**src/rtl/frame_update_scheduler.sv**
```systemverilog
// Per-frame sprite update sequencer: requests a bird position every FRAME_DIV frames,
// scrolls the pipe pair and commits all bounding boxes only while vertical sync is low.
module frame_update_scheduler #(
    parameter int unsigned SCREEN_W    = 640,
    parameter int unsigned SCREEN_H    = 480,
    parameter int unsigned BIRD_X      = 320,
    parameter int unsigned BIRD_W      = 45,
    parameter int unsigned BIRD_H      = 35,
    parameter int unsigned PIPE_W      = 54,
    parameter int unsigned GAP         = 50,
    parameter int unsigned PIPE_X_INIT = 200,
    parameter int unsigned GAP_Y_INIT  = 200,
    parameter int unsigned PIPE_SPEED  = 2,
    parameter int unsigned FRAME_DIV   = 30
) (
    input  logic        iVGA_CLK,
    input  logic        iRST_n,
    input  logic        iVS,
    input  logic        iEnable,
    output logic        oPos_req,
    input  logic        iPos_ack,
    input  logic [31:0] bird_y_long,
    input  logic [18:0] iGap_y,
    output logic        oUpdate,
    output logic        oOverrun,
    output logic [18:0] oBird_left,
    output logic [18:0] oBird_right,
    output logic [18:0] oBird_top,
    output logic [18:0] oBird_bottom,
    output logic [18:0] oLpipe_left,
    output logic [18:0] oLpipe_right,
    output logic [18:0] oLpipe_top,
    output logic [18:0] oLpipe_bottom,
    output logic [18:0] oUpipe_left,
    output logic [18:0] oUpipe_right,
    output logic [18:0] oUpipe_top,
    output logic [18:0] oUpipe_bottom
);

    localparam int unsigned CW  = 19;
    localparam int unsigned FDW = ($clog2(FRAME_DIV) > 5) ? $clog2(FRAME_DIV) : 5;

    localparam logic [FDW-1:0] FD_LAST     = FDW'(FRAME_DIV - 1);
    localparam logic [CW-1:0]  BY_MAX      = CW'(SCREEN_H - BIRD_H);
    localparam logic [CW-1:0]  WRAP_LIM    = CW'(PIPE_W / 2 + PIPE_SPEED);
    localparam logic [CW-1:0]  PIPE_X_WRAP = CW'(SCREEN_W - 1 - PIPE_W / 2);
    localparam logic [CW-1:0]  GAP_LO      = CW'(GAP / 2 + 1);
    localparam logic [CW-1:0]  GAP_HI      = CW'(SCREEN_H - GAP / 2 - 1);
    localparam logic [CW-1:0]  HALF_PW     = CW'(PIPE_W / 2);
    localparam logic [CW-1:0]  HALF_GAP    = CW'(GAP / 2);
    localparam logic [CW-1:0]  PW_C        = CW'(PIPE_W);
    localparam logic [CW-1:0]  BH_C        = CW'(BIRD_H);
    localparam logic [CW-1:0]  SPEED_C     = CW'(PIPE_SPEED);
    localparam logic [CW-1:0]  RST_PX      = CW'(PIPE_X_INIT);
    localparam logic [CW-1:0]  RST_GAP     = CW'(GAP_Y_INIT);
    localparam logic [CW-1:0]  RST_PLEFT   = CW'(PIPE_X_INIT - PIPE_W / 2);
    localparam logic [CW-1:0]  RST_PRIGHT  = CW'(PIPE_X_INIT - PIPE_W / 2 + PIPE_W);
    localparam logic [CW-1:0]  RST_LTOP    = CW'(GAP_Y_INIT + GAP / 2);
    localparam logic [CW-1:0]  RST_UBOT    = CW'(GAP_Y_INIT - GAP / 2);

    typedef enum logic [2:0] {
        S_IDLE,
        S_REQ,
        S_CALC,
        S_WAIT_VS,
        S_COMMIT
    } state_e;

    state_e          state_q, state_d;
    logic            vs_q, vs_d;
    logic            fall_c;
    logic [FDW-1:0]  frame_cnt_q, frame_cnt_d;
    logic            tick_q, tick_d;
    logic            req_q, req_d;
    logic            update_q, update_d;
    logic            overrun_q, overrun_d;
    logic [31:0]     bird_y_q, bird_y_d;
    logic [CW-1:0]   by_q, by_d;
    logic [CW-1:0]   by_clamp_c, gap_clamp_c;
    logic [CW-1:0]   pipe_x_n_q, pipe_x_n_d;
    logic [CW-1:0]   gap_n_q, gap_n_d;
    logic [CW-1:0]   pipe_x_q, pipe_x_d;
    logic [CW-1:0]   gap_q, gap_d;
    logic [CW-1:0]   bird_top_q, bird_top_d;
    logic [CW-1:0]   bird_bot_q, bird_bot_d;
    logic [CW-1:0]   pipe_left_q, pipe_left_d;
    logic [CW-1:0]   pipe_right_q, pipe_right_d;
    logic [CW-1:0]   lp_top_q, lp_top_d;
    logic [CW-1:0]   up_bot_q, up_bot_d;

    // Frame divider, handshake sequencing and box staging
    always_comb begin
        state_d      = state_q;
        vs_d         = iVS;
        fall_c       = vs_q & ~iVS;
        frame_cnt_d  = frame_cnt_q;
        tick_d       = 1'b0;
        bird_y_d     = bird_y_q;
        by_d         = by_q;
        pipe_x_n_d   = pipe_x_n_q;
        gap_n_d      = gap_n_q;
        pipe_x_d     = pipe_x_q;
        gap_d        = gap_q;
        bird_top_d   = bird_top_q;
        bird_bot_d   = bird_bot_q;
        pipe_left_d  = pipe_left_q;
        pipe_right_d = pipe_right_q;
        lp_top_d     = lp_top_q;
        up_bot_d     = up_bot_q;
        update_d     = 1'b0;
        overrun_d    = tick_q && (state_q != S_IDLE);

        if (bird_y_q[31]) begin
            by_clamp_c = '0;
        end else if (bird_y_q > 32'(SCREEN_H - BIRD_H)) begin
            by_clamp_c = BY_MAX;
        end else begin
            by_clamp_c = bird_y_q[CW-1:0];
        end

        if (iGap_y < GAP_LO) begin
            gap_clamp_c = GAP_LO;
        end else if (iGap_y > GAP_HI) begin
            gap_clamp_c = GAP_HI;
        end else begin
            gap_clamp_c = iGap_y;
        end

        if (!iEnable) begin
            frame_cnt_d = '0;
        end else if (fall_c) begin
            if (frame_cnt_q == FD_LAST) begin
                frame_cnt_d = '0;
                tick_d      = 1'b1;
            end else begin
                frame_cnt_d = frame_cnt_q + 1'b1;
            end
        end

        case (state_q)
            S_IDLE: begin
                if (tick_q) state_d = S_REQ;
            end
            S_REQ: begin
                if (iPos_ack) begin
                    bird_y_d = bird_y_long;
                    state_d  = S_CALC;
                end
            end
            S_CALC: begin
                by_d = by_clamp_c;
                if (pipe_x_q < WRAP_LIM) begin
                    pipe_x_n_d = PIPE_X_WRAP;
                    gap_n_d    = gap_clamp_c;
                end else begin
                    pipe_x_n_d = pipe_x_q - SPEED_C;
                    gap_n_d    = gap_q;
                end
                state_d = iVS ? S_WAIT_VS : S_COMMIT;
            end
            S_WAIT_VS: begin
                if (fall_c) state_d = S_COMMIT;
            end
            S_COMMIT: begin
                pipe_x_d     = pipe_x_n_q;
                gap_d        = gap_n_q;
                bird_top_d   = by_q;
                bird_bot_d   = by_q + BH_C;
                pipe_left_d  = pipe_x_n_q - HALF_PW;
                pipe_right_d = pipe_x_n_q - HALF_PW + PW_C;
                lp_top_d     = gap_n_q + HALF_GAP;
                up_bot_d     = gap_n_q - HALF_GAP;
                update_d     = 1'b1;
                state_d      = S_IDLE;
            end
            default: state_d = S_IDLE;
        endcase

        req_d = (state_d == S_REQ);
    end

    always_ff @(posedge iVGA_CLK) begin
        if (!iRST_n) begin
            state_q      <= S_IDLE;
            vs_q         <= 1'b1;
            frame_cnt_q  <= '0;
            tick_q       <= 1'b0;
            req_q        <= 1'b0;
            update_q     <= 1'b0;
            overrun_q    <= 1'b0;
            bird_y_q     <= '0;
            by_q         <= '0;
            pipe_x_n_q   <= RST_PX;
            gap_n_q      <= RST_GAP;
            pipe_x_q     <= RST_PX;
            gap_q        <= RST_GAP;
            bird_top_q   <= '0;
            bird_bot_q   <= BH_C;
            pipe_left_q  <= RST_PLEFT;
            pipe_right_q <= RST_PRIGHT;
            lp_top_q     <= RST_LTOP;
            up_bot_q     <= RST_UBOT;
        end else begin
            state_q      <= state_d;
            vs_q         <= vs_d;
            frame_cnt_q  <= frame_cnt_d;
            tick_q       <= tick_d;
            req_q        <= req_d;
            update_q     <= update_d;
            overrun_q    <= overrun_d;
            bird_y_q     <= bird_y_d;
            by_q         <= by_d;
            pipe_x_n_q   <= pipe_x_n_d;
            gap_n_q      <= gap_n_d;
            pipe_x_q     <= pipe_x_d;
            gap_q        <= gap_d;
            bird_top_q   <= bird_top_d;
            bird_bot_q   <= bird_bot_d;
            pipe_left_q  <= pipe_left_d;
            pipe_right_q <= pipe_right_d;
            lp_top_q     <= lp_top_d;
            up_bot_q     <= up_bot_d;
        end
    end

    // Fixed edges are constants; the rest come straight from registers
    assign oPos_req      = req_q;
    assign oUpdate       = update_q;
    assign oOverrun      = overrun_q;
    assign oBird_left    = CW'(BIRD_X);
    assign oBird_right   = CW'(BIRD_X + BIRD_W);
    assign oBird_top     = bird_top_q;
    assign oBird_bottom  = bird_bot_q;
    assign oLpipe_left   = pipe_left_q;
    assign oLpipe_right  = pipe_right_q;
    assign oLpipe_top    = lp_top_q;
    assign oLpipe_bottom = CW'(SCREEN_H);
    assign oUpipe_left   = pipe_left_q;
    assign oUpipe_right  = pipe_right_q;
    assign oUpipe_top    = '0;
    assign oUpipe_bottom = up_bot_q;

endmodule

```
**config.mk**
```make
export PLATFORM = sky130hd
export DESIGN_NAME = frame_update_scheduler
export DESIGN_NICKNAME = d
export VERILOG_FILES = /design/src/rtl/frame_update_scheduler.sv
export SDC_FILE = /design/constraint.sdc
export NUM_CORES = 1
export LEC_CHECK = 0
export ABC_AREA = 1
export BUFFER_PORTS_ARGS = -buffer_cell sky130_fd_sc_hd__buf_2
export CAP_MARGIN = 20
export CORE_UTILIZATION = 49
export DETAILED_ROUTE_END_ITERATION = 16
export PLACE_DENSITY = 0.81
export SLEW_MARGIN = 15
export SYNTH_ARGS = -nofsm -noshare
export SYNTH_HDL_FRONTEND = slang
export SYNTH_SLANG_ARGS = --single-unit
```
**constraint.sdc**
```tcl
create_clock -name iVGA_CLK -period 1.9 [get_ports iVGA_CLK]
set_clock_uncertainty 0.05 [all_clocks]
set_input_delay 0.095 -clock iVGA_CLK [delete_from_list [all_inputs] [get_ports iVGA_CLK]]
set_output_delay 0.095 -clock iVGA_CLK [all_outputs]
set_load 0.005 [all_outputs]
```
==> summary.md, run 1 <==
| Metric | Value |
|---|---|
| Path type of the worst setup path | reg -> reg |
| Remaining number of nets flagged by the antenna check after routing | 0 |
| Clock tree root buffer cell | sky130_fd_sc_hd__clkbuf_16 |
| Initial core utilization | 50.2% |
| Simple-gate share of the synthesized area | 24.7% |
| Proportion of synthesized area in mux cells | 0% |
| Post-synthesis share of cell area spent on full adders, half adders and majority gates | 1.02% |
| Slew Viols, Final | 0 |
| Maximum capacitance violations | 0 |
| Synthesized-area fraction occupied by ao, oa, aoi and oai cells | 15.9% |
| Max incr delay on CP | 0.36 ns |
| Antenna diode count | 0 |
| Dominant combinational cell family by area after synthesis | simple AND/OR/NAND/NOR gates |
| Final global-route overflow total | 0 |
| Minimum hold slack | 0.131 ns |
| Height of the die | 160 microns |
| # DRC | 0 |
| Cell area after synthesis | 12300 sq um |
| Syn Area/Cell | 7.25 sq um |
| Detailed Route Iter0 Violations | 943 |
| Tightest Pin Transition | 0.558 ns |
| Routed WL per cell | 14.9 microns |
| Worst vdd rail ir drop | 0.000718 V |
| Final setup viols | 0 |
| Placement Rows | 57 |
| CP Cell Sequence | ha_4 > inv_2 > nand2_4 > nand3_4 > buf_4 > buf_4 > nand2_2 > nand3_4 > nand2_2 > nor2_4 > nand3_1 > nand3_1 > nand2_1 > nor2_1 |
| TritonCTS buffer count | 27 |
| Die extent in x | 160 microns |
| Design Power | 10700 uW |
| Synthesized-area fraction occupied by xor and xnor cells | 1.71% |
| Number of warnings reported in the yosys synthesis log | 0 |
| Minimum period implied by the final worst setup slack | 1.85 ns |
| Number of primary I/O pins | 287 |
| CTS tree | done |
| Worst reg-to-reg setup slack | 0.05 ns |
| Unrepaired setup endpoints after global routing | true |
| Fmax | 0.541 GHz |
| Wire length on met2 | 16.3 mm |
| Beginning of the critical path | pipe_x_n_q[1]$_SDFFE_PN0N_ |
| Top Metal Used | met4 |
| HPWL after detailed placement | 22.9 mm |
| Number of hold violations in the final report | 0 |
| Number of enable-type register cells in the synthesized netlist | 0 |
| Number of distinct library cell variants in the gate-level netlist after synthesis | 52 |
| Leading cell type in the layout, fill and taps excluded | sky130_fd_sc_hd__nand2_1 |
| Met1 wire length | 14.4 mm |
| Startpoint of the worst-slack reg-to-reg timing path | pipe_x_n_q[1]$_SDFFE_PN0N_ |
| Most used cells in the layout excluding fill and tap cells | 311 x sky130_fd_sc_hd__nand2_1, 239 x sky130_fd_sc_hd__dfxtp_1, 209 x sky130_fd_sc_hd__buf_2, 159 x sky130_fd_sc_hd__inv_1, 147 x sky130_fd_sc_hd__nor2_1 |
| Fraction of layout instances using a drive strength above 1 | 23.5% |
| Die ar. | 25700 sq um |
| CTS sink cnt | 252 |
| Placed insts | 2167 |
| Final wirelength | 34.0 mm |
| Maximum net fanout on the critical path | 5 |
| Antenna violations before repair | 0 |
| Post-DR vias/cell | 5.21 |
| Power Density | 708 nW/um^2 |
| Share of synthesized registers carrying an async set or reset | 0% |
| Cell count of the worst reg-to-reg path | 14 |
| Status | completed |
| Buffer depth of the longest clock path | 3 |
| Setup slack at placement | -0.0892 ns |
| Number of port buffers | 210 |
| Pin count of the biggest net entering global routing | 123 |
| Kind of start point of the critical path | flop |
| Layout Nets | 2004 |
| Worst EP required | 2.27 ns |
| Htree depth | 1 |
| Clock-pin slew of the registers on the worst-case setup and hold paths | 0.06 ns |
| Routability congestion estimate | 0.886 |
| Layout Area Growth over Synthesis | 23.4% |
| Global-route usage over all layers | 25.4% |
| Number of cells on the worst hold path | 5 |
| Final sum of negative setup slack | 0 ns |
| Min-Delay Path Class | in -> reg |
| Worst max-slew margin expressed relative to the limit | 62.5% |
| Pre-antenna DRT Iters | 8 |
| Worst skew pair latency | 0.53 ns |
| Type of destination of the critical path | flop |
| Std-Cell Core Area | 24500 sq um |
| Number of standard cells after synthesis | 1692 |
| Startpoint of the tightest hold check path | iGap_y[10] |
| Met3 wire len | 2.48 mm |
| Non-filler instance count after layout | 2278 |
| Leak pwr | 0.00689 uW |
| Worst path arrival time | 2.22 ns |
| Seq/Total Area, Yosys | 41.1% |
| Crit share post-route | 97.2% |
| FF+latch count, synth | 252 |
| First-pass GRT wire length | 53.9 mm |
| Vias in the first global route | 10858 |
| Most used flip-flop cell after synthesis | sky130_fd_sc_hd__dfxtp_1 |
| Post-route setup slack | 0.0525 ns |
| Number of vias after detailed routing | 11874 |
| Slowest cell on the critical path | sky130_fd_sc_hd__dfxtp_2 |
worst paths after layout:
path                                   end
min reg2reg            oOverrun$_SDFF_PN0_
max          oLpipe_right[18]$_SDFFE_PN0P_
min                gap_n_q[2]$_SDFFE_PN0N_
max reg2reg  oLpipe_right[18]$_SDFFE_PN0P_
worst max-delay path, delay by kind of cell (launching register included):
| kind | cells | cell delay (ns) |
|---|---|---|
| simple gates | 10 | 0.85 |
| fa+ha+maj | 1 | 0.16 |
| flops | 1 | 0.36 |
| buf+inv | 3 | 0.31 |
area by class of cell:
cell class / instances / area (sq um)
fill: 2097 / 9320
clock buffer: 34 / 742
multi-input combinational: 1138 / 5900
timing repair buffer: 340 / 2240
tap: 324 / 405
inverter: 179 / 686
clock inverter: 11 / 108
sequential: 252 / 5060
kinds of logic after synthesis:
group,count (synthesis)
buffers and inverters,377
xor gates and xnor gates,24
adders and majority gates,10
DFF,252
and+or+nand+nor,677
AOI/OAI and AO/OA,350
other,2
flip-flops by register name (all words and copies together), names as in the netlist, 3 cells and up:
| name | flops |
|---|---|
| pipe_x_n_q | 19 |
| oLpipe_left | 19 |
| oLpipe_right | 18 |
| state_q | 3 |
| oBird_top | 19 |
| oUpipe_bottom | 18 |
| oLpipe_top | 19 |
| oBird_bottom | 19 |
| gap_q | 19 |
| pipe_x_q | 19 |
| bird_y_q | 32 |
| by_q | 19 |
| frame_cnt_q | 5 |
| gap_n_q | 19 |
repair_timing:
action / 4_1_cts / 5_1_grt
pin swaps: 3 / 36
hold endpoints to repair: 56 / 0
gates resized for setup: 17 / 83
cloned: 0 / 1
endpoints found under the setup margin: 30 / 68
setup buffers: 3 / 17
hold buffers: 45 / 0
synthesized netlist by cell type (15+ instances only):
library cell	number	area, sq um
sky130_fd_sc_hd__a21oi_1	142	711
sky130_fd_sc_hd__a31oi_1	15	93.8
sky130_fd_sc_hd__buf_2	25	125
sky130_fd_sc_hd__buf_4	117	878
sky130_fd_sc_hd__clkbuf_1	50	188
sky130_fd_sc_hd__dfxtp_1	252	5040
sky130_fd_sc_hd__inv_1	167	627
sky130_fd_sc_hd__nand2_1	325	1220
sky130_fd_sc_hd__nand3_1	80	400
sky130_fd_sc_hd__nand4_1	28	175
sky130_fd_sc_hd__nor2_1	157	589
sky130_fd_sc_hd__nor3_1	24	120
sky130_fd_sc_hd__o211ai_1	23	173
sky130_fd_sc_hd__o21ai_0	127	636
sky130_fd_sc_hd__xor2_1	16	140
per-layer routing:
metal	global-route usage [%]	up-vias
li1	-	5828
met1	31.8	5482
met2	44.0	502
met3	4.75	62
met4	7.40	0
met5	0	-
metrics by stage:
step,utilization [%],instance area [sq um]
after detailed placement,54.6,13400
after CTS,60.3,14700
after floorplan,-,12500
final,61.9,15100
after global placement,54.6,13400
after global routing,61.9,15100
where the power goes:
| part | switching [uW] | internal, uW | total (uW) |
|---|---|---|---|
| logic | 199 | 139 | 338 |
| registers | 2.41 | 5280 | 5290 |
| clock network | 2090 | 3000 | 5090 |
| total | 2290 | 8430 | 10700 |
Power figures use the tool's default switching activity.
==> inputs of run 2 (changes only) <==
--- a/config.mk
+++ b/config.mk
@@ -10,6 +10,7 @@
 export CAP_MARGIN = 20
 export CORE_UTILIZATION = 49
 export DETAILED_ROUTE_END_ITERATION = 16
+export MAX_ROUTING_LAYER = met4
 export PLACE_DENSITY = 0.81
 export SLEW_MARGIN = 15
 export SYNTH_ARGS = -nofsm -noshare
==> summary.md, run 2 (synthesized netlist as in run 1, its figures left out) <==
| Metric | Value |
|---|---|
| Status | completed |
| Antenna violations before repair | 0 |
| Clock-pin slew of the registers on the worst-case setup and hold paths | 0.06 ns |
| Number of vias after detailed routing | 11892 |
| Number of cells on the worst hold path | 5 |
| Leak pwr | 0.00696 uW |
| First-pass GRT wire length | 54.2 mm |
| Worst reg-to-reg setup slack | 0.02 ns |
| Min-Delay Path Class | in -> reg |
| Type of destination of the critical path | flop |
| # DRC | 0 |
| Final setup viols | 0 |
| Clock tree root buffer cell | sky130_fd_sc_hd__clkbuf_16 |
| Number of hold violations in the final report | 0 |
| Unrepaired setup endpoints after global routing | true |
| Slowest cell on the critical path | sky130_fd_sc_hd__dfxtp_2 |
| Final wirelength | 34.0 mm |
| Detailed Route Iter0 Violations | 974 |
| Post-DR vias/cell | 5.23 |
| Tightest Pin Transition | 0.615 ns |
| Layout Area Growth over Synthesis | 24.3% |
| Layout Nets | 1996 |
| Remaining number of nets flagged by the antenna check after routing | 0 |
| Slew Viols, Final | 0 |
| Die ar. | 25700 sq um |
| Most used cells in the layout excluding fill and tap cells | 306 x sky130_fd_sc_hd__nand2_1, 239 x sky130_fd_sc_hd__dfxtp_1, 209 x sky130_fd_sc_hd__buf_2, 158 x sky130_fd_sc_hd__inv_1, 145 x sky130_fd_sc_hd__nor2_1 |
| Endpoint of the most critical register-to-register path | oLpipe_right[16]$_SDFFE_PN0P_ |
| Number of port buffers | 210 |
| Register with the highest flop count | bird_y_q |
| Power Density | 737 nW/um^2 |
| Worst max-slew margin expressed relative to the limit | 59.0% |
| CP Cell Sequence | buf_4 > nand2_2 > nand2_4 > a21oi_4 > nand3_1 > nand2_1 > nand2_2 > nor2_4 > nand3b_1 > a21oi_1 > nor2_1 |
| Number of primary I/O pins | 287 |
| Pin count of the biggest net entering global routing | 142 |
| Fraction of layout instances using a drive strength above 1 | 24.0% |
| Worst path arrival time | 2.27 ns |
| CTS sink cnt | 252 |
| Area occupied by multi-input gates | 5950 sq um |
| Worst Hold End | gap_n_q[7]$_SDFFE_PN1N_ |
| Startpoint of the worst-slack reg-to-reg timing path | pipe_x_n_q[0]$_SDFFE_PN0N_ |
| Placement Rows | 57 |
| Fmax | 0.531 GHz |
| Buffer depth of the longest clock path | 3 |
| Sequential Area | 5060 sq um |
| CTS tree | done |
| Setup slack at placement | -0.0787 ns |
| Most frequent cell on the critical path | sky130_fd_sc_hd__nand2_2 |
| Startpoint of the tightest hold check path | iGap_y[10] |
| Maximum capacitance violations | 0 |
| TritonCTS buffer count | 28 |
| Leading cell type in the layout, fill and taps excluded | sky130_fd_sc_hd__nand2_1 |
| Cell count of the worst reg-to-reg path | 11 |
| Filler instances | 2076 |
| Global-route usage over all layers | 26.3% |
| Worst EP required | 2.29 ns |
| Design Power | 11200 uW |
| Std-Cell Core Area | 24500 sq um |
| Initial core utilization | 50.2% |
| Die extent in x | 160 microns |
| Htree depth | 1 |
| Max incr delay on CP | 0.34 ns |
| Maximum net fanout on the critical path | 4 |
| Number of flip-flops under the largest register name | 32 |
| Family with the most delay on the worst path | simple AND/OR/NAND/NOR gates |
| Number of buffers and inverters on the critical path | 1 |
| Worst skew pair latency | 0.54 ns |
| Antenna diode count | 0 |
| Final global-route overflow total | 0 |
| Height of the die | 160 microns |
| Post-route setup slack | 0.0177 ns |
| Worst vdd rail ir drop | 0.000704 V |
| Routed WL per cell | 15.0 microns |
| Worst path depth | 11 |
| Path type of the worst setup path | reg -> reg |
| Post-route core utilization | 62.3% |
| Minimum period implied by the final worst setup slack | 1.88 ns |
| HPWL after detailed placement | 22.5 mm |
| Kind of start point of the critical path | flop |
| Routability congestion estimate | 0.890 |
| Crit share post-route | 99.1% |
| Pre-antenna DRT Iters | 6 |
| Vias in the first global route | 10910 |
-- run 2: cell types whose count changed in the layout (fill, tap and decap cells not counted), moves of 3 or more --
cell	delta
sky130_fd_sc_hd__buf_4	-8
sky130_fd_sc_hd__clkbuf_1	+4
sky130_fd_sc_hd__clkbuf_8	+3
sky130_fd_sc_hd__clkinv_2	-3
sky130_fd_sc_hd__nand2_1	-5
sky130_fd_sc_hd__nand2_2	+7
-- run 2: power by group --
group	switching [uW]	total, uW	leakage, uW	internal (uW)
logic	196	332	0.00445	136
clock network	2150	5610	0.000478	3460
registers	2.54	5290	0.00203	5290
total	2350	11200	0.00696	8880
-- run 2: area by class of cell --
cell class / instances / share of cell area [%]
multi-input cells: 1137 / 39.0
flip-flops and latches: 252 / 33.2
repair buffers: 332 / 14.4
clock buffers: 43 / 5.56
inverters: 179 / 4.50
well taps: 324 / 2.66
clock inverters: 8 / 0.755
-- run 2: what timing repair did --
| action | 4_1_cts | 5_1_grt |
|---|---|---|
| buffers inserted | 1 | 9 |
| hold endpoints to repair | 52 | 0 |
| hold buffers | 44 | 0 |
| resized for setup | 13 | 102 |
| cloned | 0 | 1 |
| pin swaps | 6 | 29 |
| setup endpoints to repair | 20 | 55 |
-- run 2: worst max-delay path by stage --
stage                          startpoint                             to
2_1_floorplan  pipe_x_n_q[0]$_SDFFE_PN0N_  oLpipe_right[15]$_SDFFE_PN0P_
4_1_cts        pipe_x_n_q[0]$_SDFFE_PN0N_  oLpipe_right[18]$_SDFFE_PN0P_
3_5_place_dp         by_q[0]$_SDFFE_PN0N_  oBird_bottom[18]$_SDFFE_PN0P_
5_1_grt        pipe_x_n_q[0]$_SDFFE_PN0N_  oLpipe_right[18]$_SDFFE_PN0P_
6_report       pipe_x_n_q[0]$_SDFFE_PN0N_  oLpipe_right[16]$_SDFFE_PN0P_
3_3_place_gp   pipe_x_n_q[0]$_SDFFE_PN0N_  oLpipe_right[15]$_SDFFE_PN0P_
-- run 2: through the flow --
step | area [sq um] | hold WS (ns) | instances | TNS, ns
6_report | 15300 | 0.0736 | 2275 | 0
5_1_grt | 15300 | 0.0811 | 2275 | -0.384
4_1_cts | 14900 | 0.0573 | 2265 | 0
3_5_place_dp | 13400 | 0.254 | 2169 | -0.330
3_3_place_gp | 13400 | 0.247 | 2169 | -0.0523
2_1_floorplan | 12500 | 0.141 | 1766 | 0
-- run 2: metal layers --
layer / global-route usage, % / routed length [microns]
met1: 32.7 / 14500
met2: 43.2 / 15900
met3: 4.57 / 2540
met4: 8.57 / 1010
met5: - / 0
-- run 2: worst min-delay path, stage by stage --
cell	delay, ns
sky130_fd_sc_hd__buf_2	0.07
sky130_fd_sc_hd__nor3_1	0.09
sky130_fd_sc_hd__nand2_1	0.17
sky130_fd_sc_hd__o21ai_1	0.11
sky130_fd_sc_hd__o2111ai_1	0.08
